## src/rtl/triangle_sequencer_if.sv

```systemverilog
// Signal bundle between triangle_sequencer, its requester, drawline and vga_adapter.
// master = sequencer side, slave = environment side (requester, drawline, adapter).
interface triangle_sequencer_if;
  localparam int unsigned XW = 8;
  localparam int unsigned YW = 7;
  localparam int unsigned CW = 3;

  logic          start;
  logic          done;
  logic [CW-1:0] colour;
  logic [XW-1:0] x0, x1, x2;
  logic [YW-1:0] y0, y1, y2;

  logic          dl_start;
  logic          dl_done;
  logic [XW-1:0] dl_x0, dl_x1;
  logic [YW-1:0] dl_y0, dl_y1;
  logic [CW-1:0] dl_colour;

  logic [XW-1:0] dl_vga_x;
  logic [YW-1:0] dl_vga_y;
  logic [CW-1:0] dl_vga_colour;
  logic          dl_vga_plot;

  logic [XW-1:0] vga_x;
  logic [YW-1:0] vga_y;
  logic [CW-1:0] vga_colour;
  logic          vga_plot;

  modport master (
    input  start, colour, x0, x1, x2, y0, y1, y2,
    input  dl_done, dl_vga_x, dl_vga_y, dl_vga_colour, dl_vga_plot,
    output done, dl_start, dl_x0, dl_x1, dl_y0, dl_y1, dl_colour,
    output vga_x, vga_y, vga_colour, vga_plot
  );

  modport slave (
    output start, colour, x0, x1, x2, y0, y1, y2,
    output dl_done, dl_vga_x, dl_vga_y, dl_vga_colour, dl_vga_plot,
    input  done, dl_start, dl_x0, dl_x1, dl_y0, dl_y1, dl_colour,
    input  vga_x, vga_y, vga_colour, vga_plot
  );
endinterface

```

## src/rtl/triangle_sequencer.sv

```systemverilog
// Drives drawline over the three edges of a latched triangle and muxes the VGA pixel stream.
// Optional full-screen clear pass before the edges: define TRIANGLE_SEQUENCER_CLEAR_EN.
module triangle_sequencer #(
  parameter int unsigned SCR_W = 160,
  parameter int unsigned SCR_H = 120
) (
  input  logic                  clk,
  input  logic                  rst,
  triangle_sequencer_if.master  bus
);
  localparam int unsigned XW = 8;
  localparam int unsigned YW = 7;
  localparam int unsigned CW = 3;
  localparam int unsigned EW = 2;

  // Screen must be addressable by the coordinate buses.
  generate
    if (SCR_W == 0 || SCR_H == 0 || SCR_W > (1 << XW) || SCR_H > (1 << YW)) begin : g_bad_size
      $error("triangle_sequencer: SCR_W/SCR_H do not fit the coordinate widths");
    end
  endgenerate

`ifdef TRIANGLE_SEQUENCER_CLEAR_EN
  typedef enum logic [2:0] {
    S_IDLE, S_CLEAR, S_EDGE_GO, S_EDGE_WAIT, S_EDGE_REL, S_FIN
  } state_t;
  localparam logic [XW-1:0] CX_LAST = XW'(SCR_W - 1);
  localparam logic [YW-1:0] CY_LAST = YW'(SCR_H - 1);
  logic [XW-1:0] cx_q, cx_d;
  logic [YW-1:0] cy_q, cy_d;
`else
  typedef enum logic [2:0] {
    S_IDLE, S_EDGE_GO, S_EDGE_WAIT, S_EDGE_REL, S_FIN
  } state_t;
`endif

  state_t        state_q, state_d;
  logic [EW-1:0] edge_q, edge_d;
  logic [XW-1:0] vx0_q, vx1_q, vx2_q, vx0_d, vx1_d, vx2_d;
  logic [YW-1:0] vy0_q, vy1_q, vy2_q, vy0_d, vy1_d, vy2_d;
  logic [CW-1:0] vcol_q, vcol_d;
  logic          done_q, done_d;
  logic          dl_start_q, dl_start_d;
  logic [XW-1:0] ax_q, bx_q, ax_d, bx_d;
  logic [YW-1:0] ay_q, by_q, ay_d, by_d;
  logic [CW-1:0] dcol_q, dcol_d;

  // State and registered outputs.
  always_ff @(posedge clk or posedge rst) begin
    if (rst) begin
      state_q    <= S_IDLE;
      edge_q     <= '0;
      vx0_q      <= '0;
      vx1_q      <= '0;
      vx2_q      <= '0;
      vy0_q      <= '0;
      vy1_q      <= '0;
      vy2_q      <= '0;
      vcol_q     <= '0;
      done_q     <= 1'b0;
      dl_start_q <= 1'b0;
      ax_q       <= '0;
      ay_q       <= '0;
      bx_q       <= '0;
      by_q       <= '0;
      dcol_q     <= '0;
`ifdef TRIANGLE_SEQUENCER_CLEAR_EN
      cx_q       <= '0;
      cy_q       <= '0;
`endif
    end else begin
      state_q    <= state_d;
      edge_q     <= edge_d;
      vx0_q      <= vx0_d;
      vx1_q      <= vx1_d;
      vx2_q      <= vx2_d;
      vy0_q      <= vy0_d;
      vy1_q      <= vy1_d;
      vy2_q      <= vy2_d;
      vcol_q     <= vcol_d;
      done_q     <= done_d;
      dl_start_q <= dl_start_d;
      ax_q       <= ax_d;
      ay_q       <= ay_d;
      bx_q       <= bx_d;
      by_q       <= by_d;
      dcol_q     <= dcol_d;
`ifdef TRIANGLE_SEQUENCER_CLEAR_EN
      cx_q       <= cx_d;
      cy_q       <= cy_d;
`endif
    end
  end

  // Next state and next register values.
  always_comb begin
    state_d    = state_q;
    edge_d     = edge_q;
    vx0_d      = vx0_q;
    vx1_d      = vx1_q;
    vx2_d      = vx2_q;
    vy0_d      = vy0_q;
    vy1_d      = vy1_q;
    vy2_d      = vy2_q;
    vcol_d     = vcol_q;
    done_d     = done_q;
    dl_start_d = dl_start_q;
    ax_d       = ax_q;
    ay_d       = ay_q;
    bx_d       = bx_q;
    by_d       = by_q;
    dcol_d     = dcol_q;
`ifdef TRIANGLE_SEQUENCER_CLEAR_EN
    cx_d       = cx_q;
    cy_d       = cy_q;
`endif

    unique case (state_q)
      S_IDLE: begin
        if (bus.start) begin
          vx0_d  = bus.x0;
          vx1_d  = bus.x1;
          vx2_d  = bus.x2;
          vy0_d  = bus.y0;
          vy1_d  = bus.y1;
          vy2_d  = bus.y2;
          vcol_d = bus.colour;
          edge_d = '0;
`ifdef TRIANGLE_SEQUENCER_CLEAR_EN
          cx_d    = '0;
          cy_d    = '0;
          state_d = S_CLEAR;
`else
          state_d = S_EDGE_GO;
`endif
        end
      end

`ifdef TRIANGLE_SEQUENCER_CLEAR_EN
      // Raster scan, x fastest; leaves after the bottom-right pixel.
      S_CLEAR: begin
        if (cx_q == CX_LAST) begin
          cx_d = '0;
          if (cy_q == CY_LAST) begin
            cy_d    = '0;
            state_d = S_EDGE_GO;
          end else begin
            cy_d = cy_q + YW'(1);
          end
        end else begin
          cx_d = cx_q + XW'(1);
        end
      end
`endif

      // Endpoints are registered together with dl_start, so they are valid as it rises.
      S_EDGE_GO: begin
        unique case (edge_q)
          2'd0: begin
            ax_d = vx0_q; ay_d = vy0_q; bx_d = vx1_q; by_d = vy1_q;
          end
          2'd1: begin
            ax_d = vx1_q; ay_d = vy1_q; bx_d = vx2_q; by_d = vy2_q;
          end
          default: begin
            ax_d = vx2_q; ay_d = vy2_q; bx_d = vx0_q; by_d = vy0_q;
          end
        endcase
        dcol_d     = vcol_q;
        dl_start_d = 1'b1;
        state_d    = S_EDGE_WAIT;
      end

      S_EDGE_WAIT: begin
        if (bus.dl_done) begin
          dl_start_d = 1'b0;
          state_d    = S_EDGE_REL;
        end
      end

      // Wait for drawline to drop done so a stale done cannot satisfy the next edge.
      S_EDGE_REL: begin
        if (!bus.dl_done) begin
          if (edge_q == 2'd2) begin
            done_d  = 1'b1;
            state_d = S_FIN;
          end else begin
            edge_d  = edge_q + EW'(1);
            state_d = S_EDGE_GO;
          end
        end
      end

      S_FIN: begin
        if (!bus.start) begin
          done_d  = 1'b0;
          state_d = S_IDLE;
        end
      end

      default: state_d = S_IDLE;
    endcase
  end

  assign bus.done      = done_q;
  assign bus.dl_start  = dl_start_q;
  assign bus.dl_x0     = ax_q;
  assign bus.dl_y0     = ay_q;
  assign bus.dl_x1     = bx_q;
  assign bus.dl_y1     = by_q;
  assign bus.dl_colour = dcol_q;

  // Pixel stream mux; zero-latency pass-through of drawline outside the clear pass.
  always_comb begin
    bus.vga_x      = bus.dl_vga_x;
    bus.vga_y      = bus.dl_vga_y;
    bus.vga_colour = bus.dl_vga_colour;
    bus.vga_plot   = bus.dl_vga_plot & ~rst;
`ifdef TRIANGLE_SEQUENCER_CLEAR_EN
    if (state_q == S_CLEAR) begin
      bus.vga_x      = cx_q;
      bus.vga_y      = cy_q;
      bus.vga_colour = '0;
      bus.vga_plot   = ~rst;
    end
`endif
  end

endmodule

```

## src/flat_wrapper.sv

```systemverilog
// flat-port wrapper written by rule: the top's interface ports become plain ports
module triangle_sequencer_flat 
#(
  parameter int unsigned SCR_W = 160,
  parameter int unsigned SCR_H = 120
)
  (clk, rst, bus_start, bus_colour, bus_x0, bus_x1, bus_x2, bus_y0, bus_y1, bus_y2, bus_dl_done, bus_dl_vga_x, bus_dl_vga_y, bus_dl_vga_colour, bus_dl_vga_plot, bus_done, bus_dl_start, bus_dl_x0, bus_dl_x1, bus_dl_y0, bus_dl_y1, bus_dl_colour, bus_vga_x, bus_vga_y, bus_vga_colour, bus_vga_plot);
  triangle_sequencer_if bus_i ();
  input  logic clk;
  input  logic rst;
  input wire logic [$bits(bus_i.start)-1:0] bus_start;
  input wire logic [$bits(bus_i.colour)-1:0] bus_colour;
  input wire logic [$bits(bus_i.x0)-1:0] bus_x0;
  input wire logic [$bits(bus_i.x1)-1:0] bus_x1;
  input wire logic [$bits(bus_i.x2)-1:0] bus_x2;
  input wire logic [$bits(bus_i.y0)-1:0] bus_y0;
  input wire logic [$bits(bus_i.y1)-1:0] bus_y1;
  input wire logic [$bits(bus_i.y2)-1:0] bus_y2;
  input wire logic [$bits(bus_i.dl_done)-1:0] bus_dl_done;
  input wire logic [$bits(bus_i.dl_vga_x)-1:0] bus_dl_vga_x;
  input wire logic [$bits(bus_i.dl_vga_y)-1:0] bus_dl_vga_y;
  input wire logic [$bits(bus_i.dl_vga_colour)-1:0] bus_dl_vga_colour;
  input wire logic [$bits(bus_i.dl_vga_plot)-1:0] bus_dl_vga_plot;
  output wire logic [$bits(bus_i.done)-1:0] bus_done;
  output wire logic [$bits(bus_i.dl_start)-1:0] bus_dl_start;
  output wire logic [$bits(bus_i.dl_x0)-1:0] bus_dl_x0;
  output wire logic [$bits(bus_i.dl_x1)-1:0] bus_dl_x1;
  output wire logic [$bits(bus_i.dl_y0)-1:0] bus_dl_y0;
  output wire logic [$bits(bus_i.dl_y1)-1:0] bus_dl_y1;
  output wire logic [$bits(bus_i.dl_colour)-1:0] bus_dl_colour;
  output wire logic [$bits(bus_i.vga_x)-1:0] bus_vga_x;
  output wire logic [$bits(bus_i.vga_y)-1:0] bus_vga_y;
  output wire logic [$bits(bus_i.vga_colour)-1:0] bus_vga_colour;
  output wire logic [$bits(bus_i.vga_plot)-1:0] bus_vga_plot;
  assign bus_i.start = bus_start;
  assign bus_i.colour = bus_colour;
  assign bus_i.x0 = bus_x0;
  assign bus_i.x1 = bus_x1;
  assign bus_i.x2 = bus_x2;
  assign bus_i.y0 = bus_y0;
  assign bus_i.y1 = bus_y1;
  assign bus_i.y2 = bus_y2;
  assign bus_i.dl_done = bus_dl_done;
  assign bus_i.dl_vga_x = bus_dl_vga_x;
  assign bus_i.dl_vga_y = bus_dl_vga_y;
  assign bus_i.dl_vga_colour = bus_dl_vga_colour;
  assign bus_i.dl_vga_plot = bus_dl_vga_plot;
  assign bus_done = bus_i.done;
  assign bus_dl_start = bus_i.dl_start;
  assign bus_dl_x0 = bus_i.dl_x0;
  assign bus_dl_x1 = bus_i.dl_x1;
  assign bus_dl_y0 = bus_i.dl_y0;
  assign bus_dl_y1 = bus_i.dl_y1;
  assign bus_dl_colour = bus_i.dl_colour;
  assign bus_vga_x = bus_i.vga_x;
  assign bus_vga_y = bus_i.vga_y;
  assign bus_vga_colour = bus_i.vga_colour;
  assign bus_vga_plot = bus_i.vga_plot;
  triangle_sequencer #(.SCR_W(SCR_W), .SCR_H(SCR_H)) u_core (.clk(clk), .rst(rst), .bus(bus_i));
endmodule
```

## config.mk

```make
export PLATFORM = sky130hd
export DESIGN_NAME = triangle_sequencer_flat
export DESIGN_NICKNAME = d
export VERILOG_FILES = /design/src/rtl/triangle_sequencer_if.sv /design/src/rtl/triangle_sequencer.sv /design/src/flat_wrapper.sv
export SDC_FILE = /design/constraint.sdc
export NUM_CORES = 1
export LEC_CHECK = 0
export CAP_MARGIN = 10
export CORE_MARGIN = 3
export CORE_UTILIZATION = 40
export DETAILED_ROUTE_END_ITERATION = 16
export PLACE_DENSITY_LB_ADDON = 0.3
export SYNTH_ARGS = -nofsm -noshare
export SYNTH_HDL_FRONTEND = slang
export SYNTH_SLANG_ARGS = --single-unit
```

## constraint.sdc

```tcl
create_clock -name clk -period 5.11 [get_ports clk]
set_input_delay 0.511 -clock clk [delete_from_list [all_inputs] [get_ports clk]]
set_output_delay 0.511 -clock clk [all_outputs]
set_load 0.005 [all_outputs]
```

==> insert_results.sql, run 1 <==
INSERT INTO impl_metrics (metric_group, metric, value, unit) VALUES
('clock_tree', 'cts_max_path_buffers', '2', ''),
('synthesis', 'post_synth_inst_count', '332', ''),
('sta', 'hold-worst-slack', '0.489', 'ns'),
('synthesis', 'syn_area', '0.00389', 'mm^2'),
('clock_tree', 'htree_num_levels', '3', ''),
('sta', 'fin_worst_skew', '0.0135', 'ns'),
('global_routing', 'antenna_found_initial', '0', ''),
('clock_tree', 'cts_post_setup_buffers_inserted', '0', ''),
('route', 'post-route-drc-count', '0', ''),
('power_and_ir_drop', 'total_internal_power', '2.00', 'mW'),
('power_and_ir_drop', 'p_seq_share', '42.3', '%'),
('critical_path', 'cp-end-kind', 'primary output', ''),
('sta', 'number_of_failing_setup_endpoints_in_the_final_timing_report', '0', ''),
('floorplan', 'start_util', '41.7', '%'),
('synthesis', 'ys_seq_elements', '88', ''),
('floorplan', 'std_cell_rows', '35', ''),
('critical_path', 'worst_setup_path_start_kind', 'input port', ''),
('clock_tree', 'cts-hold-fix-buffers', '0', ''),
('finish', 'finalNetCount', '471', ''),
('sta', 'worstMarginPinSlew', '0.699', 'ns'),
('sta', 'fmax', '479', 'MHz'),
('finish', 'area.growth.synth_to_final', '27.1', '%'),
('finish', 'insertedDiodeCount', '0', ''),
('placed_design', 'finalWeightedCongestion', '0.743', ''),
('power_and_ir_drop', 'vdd.ir_drop.worst', '0.000320', 'V'),
('sta', 'setup_ws', '3.02', 'ns'),
('power_and_ir_drop', 'cellLeakagePower', '2.01', 'nW'),
('clock_tree', 'clk_latency', '0.35', 'ns'),
('worst_hold_path', 'hold_path_class', 'register to register', ''),
('placed_design', 'post-place-ws', '2.72', 'ns'),
('floorplan', 'num_io_pins', '125', ''),
('route', 'number_of_iterations_in_the_first_detailed_routing_pass', '5', ''),
('critical_path', 'worst-path-max-fanout', '2', ''),
('run_status', 'run_status', 'completed', ''),
('global_routing', 'grt_pass1_wl', '13900', 'um'),
('synthesis', 'synth.avg_cell_area', '11.7', 'um^2'),
('global_routing', 'grt_max_degree', '56', ''),
('power_and_ir_drop', 'p_clk_share', '15.5', '%'),
('placed_design', 'port_buffers', '88', ''),
('global_routing', 'grt_util_all_layers', '15.9', '%'),
('finish', 'layout-drive-gt1-share', '18.4', '%'),
('global_routing', 'first_global_vias', '2790', ''),
('placed_design', 'place_hpwl', '5640', 'um'),
('sta', 'final-max-slew-violation-count', '0', ''),
('sta', 'rsz0062_at_grt', 'no', ''),
('floorplan', 'die_width', '105', 'um'),
('route', 'drt-total-wl', '8390', 'um'),
('critical_path', 'classification_of_the_worst_setup_path', 'input port to primary output', ''),
('run', 'drv_cap', '0', ''),
('clock_tree', 'cts_tree', 'yes', ''),
('route', 'detailroute.via_count', '2718', ''),
('synthesis', 'postSynthNetCount', '406', ''),
('sta', 'post-route-period-util', '40.9', '%'),
('power_and_ir_drop', 'share_comb_of_total_power', '42.1', '%'),
('floorplan', 'die_area', '0.0109', 'mm^2'),
('floorplan', 'die_y', '105', 'um'),
('clock_tree', 'cts-root-buf', 'sky130_fd_sc_hd__clkbuf_8', ''),
('route', 'drt_iter0_markers', '158', ''),
('route', 'avgRoutedWirePerCell', '15.8', 'um'),
('clock_tree', 'worst_setup_hold_path_clk_slew', '0.08', 'ns'),
('floorplan', 'fp.coreArea', '0.00933', 'mm^2'),
('clock_tree', 'cts-buffers-inserted', '9', ''),
('route', 'vias_per_cell', '5.12', ''),
('sta', 'max-slew-margin-rel', '53.4', '%'),
('route', 'ant_nets', '0', ''),
('clock_tree', 'post_cts_resize_count', '0', ''),
('power_and_ir_drop', 'power_per_cell_area', '624', 'mW/mm^2'),
('sta', 'final_hold_viol_count', '0', ''),
('power_and_ir_drop', 'power.switching_fraction', '35.0', '%'),
('synthesis', 'synth.lib_cells_used.distinct', '23', ''),
('clock_tree', 'num_clock_sinks', '88', ''),
('sta', 'fin_tns_setup', '0', 'ns'),
('sta', 'finalCriticalPeriod', '2.09', 'ns'),
('synthesis', 'synth.yosys.seq_area_share', '56.7', '%'),
('global_routing', 'grt_overflow', '0', ''),
('power_and_ir_drop', 'p_switching', '1.08', 'mW'),
('critical_path', 'critical_path_arrival', '1.58', 'ns'),
('critical_path', 'crit_required', '4.60', 'ns'),
('synthesis', 'yosysWarningCount', '0', '');
## final cells by class
cell class | count | area, um^2
clock buffers | 10 | 128
well taps | 129 | 161
inverters | 4 | 16.3
clock inverters | 6 | 67.6
repair buffers | 95 | 933
fillers | 835 | 4390
multi-input cells | 199 | 1430
flip-flops and latches | 88 | 2200
## worst paths after layout
check,from,end,slack (ns),depth (start not counted)
setup / recovery,rst,bus_vga_plot,3.02,3
hold / removal,u_core.vcol_q[2],u_core.vcol_q[2],0.49,1
setup reg to reg,u_core.edge_q[0],u_core.bus.dl_y1[2],3.05,7
hold reg to reg,u_core.vcol_q[2],u_core.vcol_q[2],0.49,1
max in group asynchronous,rst,u_core.vx1_q[2],3.44,3
min in group asynchronous,rst,u_core.bus.dl_y1[1],0.56,2
## layer usage
metal	up-vias	wire length, um	GRT usage, %
met4	0	191	7.12
met1	1341	3730	20.7
li1	1288	-	-
met3	21	539	4.51
met5	-	0	0
met2	68	3930	24.6
## cells in the mapped netlist
cell | instances | area share (%)
sky130_fd_sc_hd__dfrtp_1 | 88 | 57
sky130_fd_sc_hd__mux2_2 | 47 | 14
sky130_fd_sc_hd__nor2_1 | 37 | 3.6
sky130_fd_sc_hd__a31oi_1 | 31 | 5.0
sky130_fd_sc_hd__nand2_1 | 31 | 3.0
sky130_fd_sc_hd__a22oi_1 | 30 | 5.8
sky130_fd_sc_hd__buf_4 | 23 | 4.4
sky130_fd_sc_hd__clkbuf_1 | 11 | 1.1
sky130_fd_sc_hd__mux2_1 | 6 | 1.7
sky130_fd_sc_hd__buf_2 | 5 | 0.64
sky130_fd_sc_hd__inv_1 | 4 | 0.39
sky130_fd_sc_hd__a21oi_1 | 3 | 0.39
sky130_fd_sc_hd__ha_1 | 3 | 0.97
sky130_fd_sc_hd__nor2b_1 | 3 | 0.48
sky130_fd_sc_hd__buf_1 | 2 | 0.19
sky130_fd_sc_hd__a32o_1 | 1 | 0.26
sky130_fd_sc_hd__and3b_1 | 1 | 0.23
sky130_fd_sc_hd__and4bb_2 | 1 | 0.32
sky130_fd_sc_hd__nand3b_1 | 1 | 0.19
sky130_fd_sc_hd__nor3_1 | 1 | 0.13
sky130_fd_sc_hd__nor3b_1 | 1 | 0.19
sky130_fd_sc_hd__nor4b_4 | 1 | 0.61
sky130_fd_sc_hd__o21ai_0 | 1 | 0.13
## metrics by stage
stage / area (um^2) / util [%] / std cells / power (mW)
final: 4940 / 52.9 / 531 / 3.08
after global routing: 4940 / 52.9 / 531 / 3.33
after CTS: 4940 / 52.9 / 531 / 3.12
after detailed placement: 4740 / 50.9 / 515 / 2.64
after global placement: 4740 / 50.9 / 515 / 2.57
after floorplan: 3890 / - / 332 / 2.10
## worst max-delay path, stage by stage
cell and delay [ns]:
sky130_fd_sc_hd__clkdlybuf4s50_1 0.44, sky130_fd_sc_hd__nor2b_1 0.12, sky130_fd_sc_hd__clkdlybuf4s50_1 0.50
## registers in the layout, summed over array words and instances (netlist names)
signal	cells
u_core.bus.dl_x0	8
u_core.bus.dl_x1	8
u_core.vx0_q	8
u_core.vx1_q	8
u_core.vx2_q	8
u_core.bus.dl_y0	7
u_core.bus.dl_y1	7
u_core.vy0_q	7
u_core.vy1_q	7
u_core.vy2_q	7
u_core.bus.dl_colour	3
u_core.state_q	3
u_core.vcol_q	3
u_core.edge_q	2
u_core.bus.dl_start	1
u_core.bus.done	1
## power groups by stage
| stage | Clock (mW) | Combinational, mW | Sequential, mW |
|---|---|---|---|
| floorplan | 0 | 0.841 | 1.26 |
| global placement | 0 | 1.27 | 1.30 |
| detailed placement | 0 | 1.32 | 1.32 |
| CTS | 0.493 | 1.32 | 1.31 |
| global route | 0.528 | 1.44 | 1.36 |
| finish | 0.479 | 1.30 | 1.30 |
## logic make-up (layout without fill, tap and decap cells)
| group | count (synthesis) | in the layout | synth area share (%) |
|---|---|---|---|
| DFF | 88 | 88 | 56.7 |
| adders and majority gates | 3 | 3 | 0.966 |
| muxes | 53 | 53 | 15.4 |
| AOI/OAI and AO/OA | 66 | 66 | 11.6 |
| buffers and inverters | 45 | 115 | 6.73 |
| and+or+nand+nor | 77 | 77 | 8.72 |
## cells in the final DEF, fill, tap and decap left out, types with 6 or more instances in the layout
cell type,n
sky130_fd_sc_hd__a22oi_1,30
sky130_fd_sc_hd__a31oi_1,31
sky130_fd_sc_hd__buf_4,7
sky130_fd_sc_hd__clkbuf_8,9
sky130_fd_sc_hd__clkdlybuf4s50_1,88
sky130_fd_sc_hd__dfrtp_1,88
sky130_fd_sc_hd__mux2_1,6
sky130_fd_sc_hd__mux2_2,47
sky130_fd_sc_hd__nand2_1,31
sky130_fd_sc_hd__nor2_1,36
No activity file was read; power rests on OpenSTA's default activity.
==> run 2, diff against run 1 <==
==> constraint.sdc (replaced) <==
create_clock -name clk -period 1.9 [get_ports clk]
set_input_delay 0.19 -clock clk [delete_from_list [all_inputs] [get_ports clk]]
set_output_delay 0.19 -clock clk [all_outputs]
set_load 0.005 [all_outputs]
==> insert_results.sql, run 2 (synthesized netlist as in run 1, its figures left out) <==
INSERT INTO impl_metrics (metric_group, metric, value, unit) VALUES
('run_status', 'run_status', 'completed', ''),
('finish', 'area.growth.synth_to_final', '29.0', '%'),
('finish', 'insertedDiodeCount', '0', ''),
('sta', 'hold-worst-slack', '0.188', 'ns'),
('route', 'ant_nets', '0', ''),
('global_routing', 'grt_util_all_layers', '15.8', '%'),
('finish', 'layout-drive-gt1-share', '19.7', '%'),
('route', 'detailroute.via_count', '2731', ''),
('finish', 'finalNetCount', '476', ''),
('critical_path', 'critical_path_arrival', '1.95', 'ns'),
('clock_tree', 'cts-root-buf', 'sky130_fd_sc_hd__clkbuf_8', ''),
('clock_tree', 'worst_setup_hold_path_clk_slew', '0.09', 'ns'),
('power_and_ir_drop', 'power_per_cell_area', '1660', 'mW/mm^2'),
('floorplan', 'die_y', '105', 'um'),
('clock_tree', 'cts_post_setup_buffers_inserted', '0', ''),
('floorplan', 'die_area', '0.0109', 'mm^2'),
('sta', 'finalCriticalPeriod', '1.72', 'ns'),
('route', 'number_of_iterations_in_the_first_detailed_routing_pass', '5', ''),
('clock_tree', 'post_cts_resize_count', '0', ''),
('critical_path', 'classification_of_the_worst_setup_path', 'register to register', ''),
('sta', 'final_hold_viol_count', '0', ''),
('sta', 'rsz0062_at_grt', 'no', ''),
('clock_tree', 'cts_max_path_buffers', '2', ''),
('placed_design', 'post-place-ws', '0.0634', 'ns'),
('floorplan', 'fp.coreArea', '0.00933', 'mm^2'),
('clock_tree', 'cts-buffers-inserted', '9', ''),
('route', 'post-route-drc-count', '0', ''),
('sta', 'max-slew-margin-rel', '77.2', '%'),
('power_and_ir_drop', 'totalPowerFinal', '8.30', 'mW'),
('sta', 'fin_tns_setup', '0', 'ns'),
('finish', 'post_layout_utilization_of_the_core', '53.7', '%'),
('sta', 'fmax', '583', 'MHz'),
('floorplan', 'num_io_pins', '125', ''),
('clock_tree', 'htree_num_levels', '3', ''),
('clock_tree', 'num_clock_sinks', '88', ''),
('sta', 'fin_worst_skew', '0.0114', 'ns'),
('sta', 'worstMarginPinSlew', '0.342', 'ns'),
('clock_tree', 'clk_latency', '0.35', 'ns'),
('global_routing', 'grt_overflow', '0', ''),
('floorplan', 'die_width', '105', 'um'),
('placed_design', 'finalWeightedCongestion', '0.769', ''),
('clock_tree', 'cts_tree', 'yes', ''),
('sta', 'final-max-slew-violation-count', '0', ''),
('critical_path', 'worst_setup_path_start_kind', 'register', ''),
('global_routing', 'grt_pass1_wl', '14100', 'um'),
('route', 'drt_iter0_markers', '95', ''),
('global_routing', 'first_global_vias', '2781', ''),
('global_routing', 'grt_max_degree', '51', ''),
('critical_path', 'crit_required', '2.13', 'ns'),
('worst_hold_path', 'hold_path_class', 'input port to asynchronous set/reset pin', ''),
('sta', 'post-route-period-util', '90.3', '%'),
('placed_design', 'place_hpwl', '5940', 'um'),
('floorplan', 'std_cell_rows', '35', ''),
('sta', 'setup_ws', '0.184', 'ns'),
('critical_path', 'cp-end-kind', 'register', ''),
('route', 'drt-total-wl', '8360', 'um'),
('floorplan', 'start_util', '41.7', '%'),
('clock_tree', 'cts-hold-fix-buffers', '0', ''),
('run', 'drv_cap', '0', ''),
('critical_path', 'worst-path-max-fanout', '50', ''),
('route', 'vias_per_cell', '5.10', ''),
('placed_design', 'port_buffers', '88', ''),
('route', 'avgRoutedWirePerCell', '15.6', 'um'),
('sta', 'number_of_failing_setup_endpoints_in_the_final_timing_report', '0', ''),
('power_and_ir_drop', 'cellLeakagePower', '2.04', 'nW'),
('power_and_ir_drop', 'vdd.ir_drop.worst', '0.000741', 'V'),
('global_routing', 'antenna_found_initial', '0', ''),
('finish', 'layout_common_cells', '88 x sky130_fd_sc_hd__clkdlybuf4s50_1, 88 x sky130_fd_sc_hd__dfrtp_1, 47 x sky130_fd_sc_hd__mux2_2, 36 x sky130_fd_sc_hd__nor2_1', '');
[run 2: path summary, 6_finish.rpt]
| path | start | end | slack [ns] | depth (start not counted) |
|---|---|---|---|---|
| worst max-delay path | u_core.state_q[2] | u_core.vx0_q[4] | 0.18 | 3 |
| worst min-delay path | rst | u_core.bus.dl_y0[1] | 0.19 | 2 |
| worst max register to register | u_core.state_q[2] | u_core.vx0_q[4] | 0.18 | 3 |
| worst min register to register | u_core.vcol_q[2] | u_core.vcol_q[2] | 0.50 | 1 |
| max in group asynchronous | rst | u_core.state_q[0] | 1.23 | 3 |
| min in group clk | bus_dl_vga_x[3] | bus_vga_x[3] | 0.38 | 0 |
[run 2: power breakdown]
group,total [mW],switching [mW],internal (mW)
registers,3.51,0.667,2.84
clock network,1.18,0.697,0.486
logic,3.61,1.57,2.04
[run 2: layer usage]
layer | GRT usage (%) | wire length [um] | vias up
li1 | - | - | 1305
met1 | 21.4 | 3880 | 1317
met2 | 24.5 | 3870 | 82
met3 | 3.34 | 418 | 27
met4 | 7.22 | 196 | 0
met5 | 0 | 0 | -
[run 2: worst max-delay path, stage by stage, from the launching register on]
cell	delay, ns
sky130_fd_sc_hd__dfrtp_1	0.51
sky130_fd_sc_hd__nor4b_4	0.37
sky130_fd_sc_hd__buf_12	0.30
sky130_fd_sc_hd__mux2_2	0.38
[run 2: through the flow]
stage,std cells,area (um^2)
detailed placement,520,4830
CTS,536,5010
global placement,520,4830
finish,536,5010
global route,536,5010
floorplan,332,3890
[run 2: area by class of cell]
class	count	area (um^2)
clock inverter	7	56.3
inverter	4	18.8
clock buffer	9	124
multi-input combinational	199	1430
fill	851	4310
tap	129	161
timing repair buffer	100	1020
sequential	88	2200
==> run 3, diff against run 2 <==
--- a/config.mk
+++ b/config.mk
@@ -7,7 +7,7 @@
 export LEC_CHECK = 0
 export CAP_MARGIN = 10
 export CORE_MARGIN = 3
-export CORE_UTILIZATION = 40
+export CORE_UTILIZATION = 42
 export DETAILED_ROUTE_END_ITERATION = 16
 export PLACE_DENSITY_LB_ADDON = 0.3
 export SYNTH_ARGS = -nofsm -noshare
==> insert_results.sql, run 3 (synthesized netlist as in run 1, its figures left out) <==
INSERT INTO impl_metrics (metric_group, metric, value, unit) VALUES
('run', 'drv_cap', '0', ''),
('finish', 'layout_common_cells', '88 x sky130_fd_sc_hd__clkdlybuf4s50_1, 88 x sky130_fd_sc_hd__dfrtp_1, 47 x sky130_fd_sc_hd__mux2_2, 36 x sky130_fd_sc_hd__nor2_1', ''),
('sta', 'rsz0062_at_grt', 'no', ''),
('route', 'number_of_iterations_in_the_first_detailed_routing_pass', '4', ''),
('finish', 'final_design_area_no_fill', '0.00498', 'mm^2'),
('worst_hold_path', 'hold_path_class', 'input port to asynchronous set/reset pin', ''),
('placed_design', 'post_dp_cell_area', '0.00480', 'mm^2'),
('clock_tree', 'htree_num_levels', '3', ''),
('floorplan', 'fp.coreArea', '0.00885', 'mm^2'),
('critical_path', 'classification_of_the_worst_setup_path', 'register to register', ''),
('floorplan', 'start_util', '43.9', '%'),
('floorplan', 'die_area', '0.0104', 'mm^2'),
('power_and_ir_drop', 'vdd.ir_drop.worst', '0.000812', 'V'),
('sta', 'fin_tns_setup', '0', 'ns'),
('route', 'post-route-drc-count', '0', ''),
('global_routing', 'grt_overflow', '0', ''),
('sta', 'number_of_failing_setup_endpoints_in_the_final_timing_report', '0', ''),
('clock_tree', 'cts_tree', 'yes', ''),
('global_routing', 'first_global_vias', '2667', ''),
('critical_path', 'crit_required', '2.13', 'ns'),
('critical_path', 'crit-reg2reg-launch', 'u_core.state_q[2]', ''),
('finish', 'post_layout_utilization_of_the_core', '56.3', '%'),
('route', 'drt_iter0_markers', '87', ''),
('finish', 'area.growth.synth_to_final', '28.2', '%'),
('clock_tree', 'clk_latency', '0.35', 'ns'),
('clock_tree', 'cts-buffers-inserted', '9', ''),
('floorplan', 'num_io_pins', '125', ''),
('sta', 'post-route-period-util', '89.4', '%'),
('sta', 'fmax', '589', 'MHz'),
('clock_tree', 'cts-hold-fix-buffers', '0', ''),
('sta', 'hold-worst-slack', '0.284', 'ns'),
('route', 'drt-total-wl', '7930', 'um'),
('critical_path', 'cp-end-kind', 'register', ''),
('finish', 'layout-drive-gt1-share', '19.5', '%'),
('route', 'vias_per_cell', '5.22', ''),
('finish', 'finalNetCount', '475', ''),
('placed_design', 'port_buffers', '88', ''),
('floorplan', 'die_y', '102', 'um'),
('placed_design', 'place_hpwl', '5510', 'um'),
('clock_tree', 'cts_max_path_buffers', '2', ''),
('sta', 'finalCriticalPeriod', '1.70', 'ns'),
('global_routing', 'grt_util_all_layers', '15.9', '%'),
('clock_tree', 'post_cts_resize_count', '0', ''),
('critical_path', 'critical_path_arrival', '1.93', 'ns'),
('finish', 'layout.filler_cells', '799', ''),
('critical_path', 'reg2reg_setup_slack', '0.20', 'ns'),
('floorplan', 'std_cell_rows', '34', ''),
('clock_tree', 'num_clock_sinks', '88', ''),
('sta', 'final_hold_viol_count', '0', ''),
('floorplan', 'die_width', '102', 'um'),
('power_and_ir_drop', 'cellLeakagePower', '2.03', 'nW'),
('clock_tree', 'cts-root-buf', 'sky130_fd_sc_hd__clkbuf_8', ''),
('finish', 'insertedDiodeCount', '0', ''),
('sta', 'fin_worst_skew', '0.0121', 'ns'),
('clock_tree', 'worst_setup_hold_path_clk_slew', '0.08', 'ns'),
('run_status', 'run_status', 'completed', ''),
('sta', 'final-max-slew-violation-count', '0', ''),
('finish', 'regArea', '0.00220', 'mm^2'),
('route', 'avgRoutedWirePerCell', '15.4', 'um'),
('sta', 'max-slew-margin-rel', '77.2', '%'),
('global_routing', 'grt_pass1_wl', '13100', 'um'),
('critical_path', 'worst-path-max-fanout', '50', ''),
('placed_design', 'finalWeightedCongestion', '0.725', ''),
('critical_path', 'r2r.worst_path.cells', '3', ''),
('finish', 'multi_input_comb_area', '0.00143', 'mm^2'),
('route', 'detailroute.via_count', '2683', ''),
('global_routing', 'grt_max_degree', '61', ''),
('sta', 'worstMarginPinSlew', '0.343', 'ns'),
('critical_path', 'reg2reg_to', 'u_core.vx1_q[2]', ''),
('power_and_ir_drop', 'power_per_cell_area', '1650', 'mW/mm^2'),
('clock_tree', 'cts_post_setup_buffers_inserted', '0', ''),
('route', 'ant_nets', '0', ''),
('critical_path', 'worst_setup_path_start_kind', 'register', ''),
('global_routing', 'antenna_found_initial', '0', '');
## run 3: where the power goes
| group | total, mW | switching, mW | internal [mW] |
|---|---|---|---|
| logic | 3.55 | 1.52 | 2.04 |
| registers | 3.50 | 0.667 | 2.84 |
| clock network | 1.18 | 0.667 | 0.513 |
## run 3: metal layers
metal | part of all wire (%) | GRT usage (%) | routed length [um] | vias to the layer above
li1 | - | - | - | 1293
met1 | 44 | 21.2 | 3470 | 1291
met2 | 48 | 24.9 | 3780 | 81
met3 | 6.7 | 3.96 | 534 | 18
met4 | 1.9 | 6.86 | 148 | 0
met5 | 0 | 0 | 0 | -
## run 3: final cells by class
cell class | count | area share (%)
clock inverter | 6 | 0.904
timing repair buffer | 99 | 20.3
inverter | 4 | 0.377
clock buffer | 10 | 2.76
tap | 108 | 2.71
sequential | 88 | 44.2
multi-input combinational | 199 | 28.7
## run 3: worst max path at each step
stage	start	endpoint	slack, ns	cells after the start
final	u_core.state_q[2]	u_core.vx1_q[2]	0.20	3
after global routing	u_core.state_q[2]	u_core.vx1_q[3]	0.13	3
after CTS	u_core.state_q[2]	u_core.vx1_q[2]	0.20	3
after detailed placement	bus_start	u_core.vx1_q[3]	0.07	4
after global placement	bus_start	u_core.vx1_q[2]	0.12	4
after floorplan	u_core.state_q[2]	u_core.vcol_q[0]	0.38	4
## run 3: per-stage QoR
stage          cells  power (mW)  setup slack (ns)
6_report         514        8.24             0.202
5_1_grt          514        8.95             0.133
4_1_cts          514        8.34             0.204
3_5_place_dp     498        7.13            0.0702
3_3_place_gp     498        6.99             0.123
2_1_floorplan    332        5.65             0.384
## run 3: worst max-delay path, cell delays in order, from the launching register on
cell	delay, ns
sky130_fd_sc_hd__dfrtp_1	0.51
sky130_fd_sc_hd__nor4b_4	0.36
sky130_fd_sc_hd__buf_12	0.30
sky130_fd_sc_hd__mux2_2	0.38
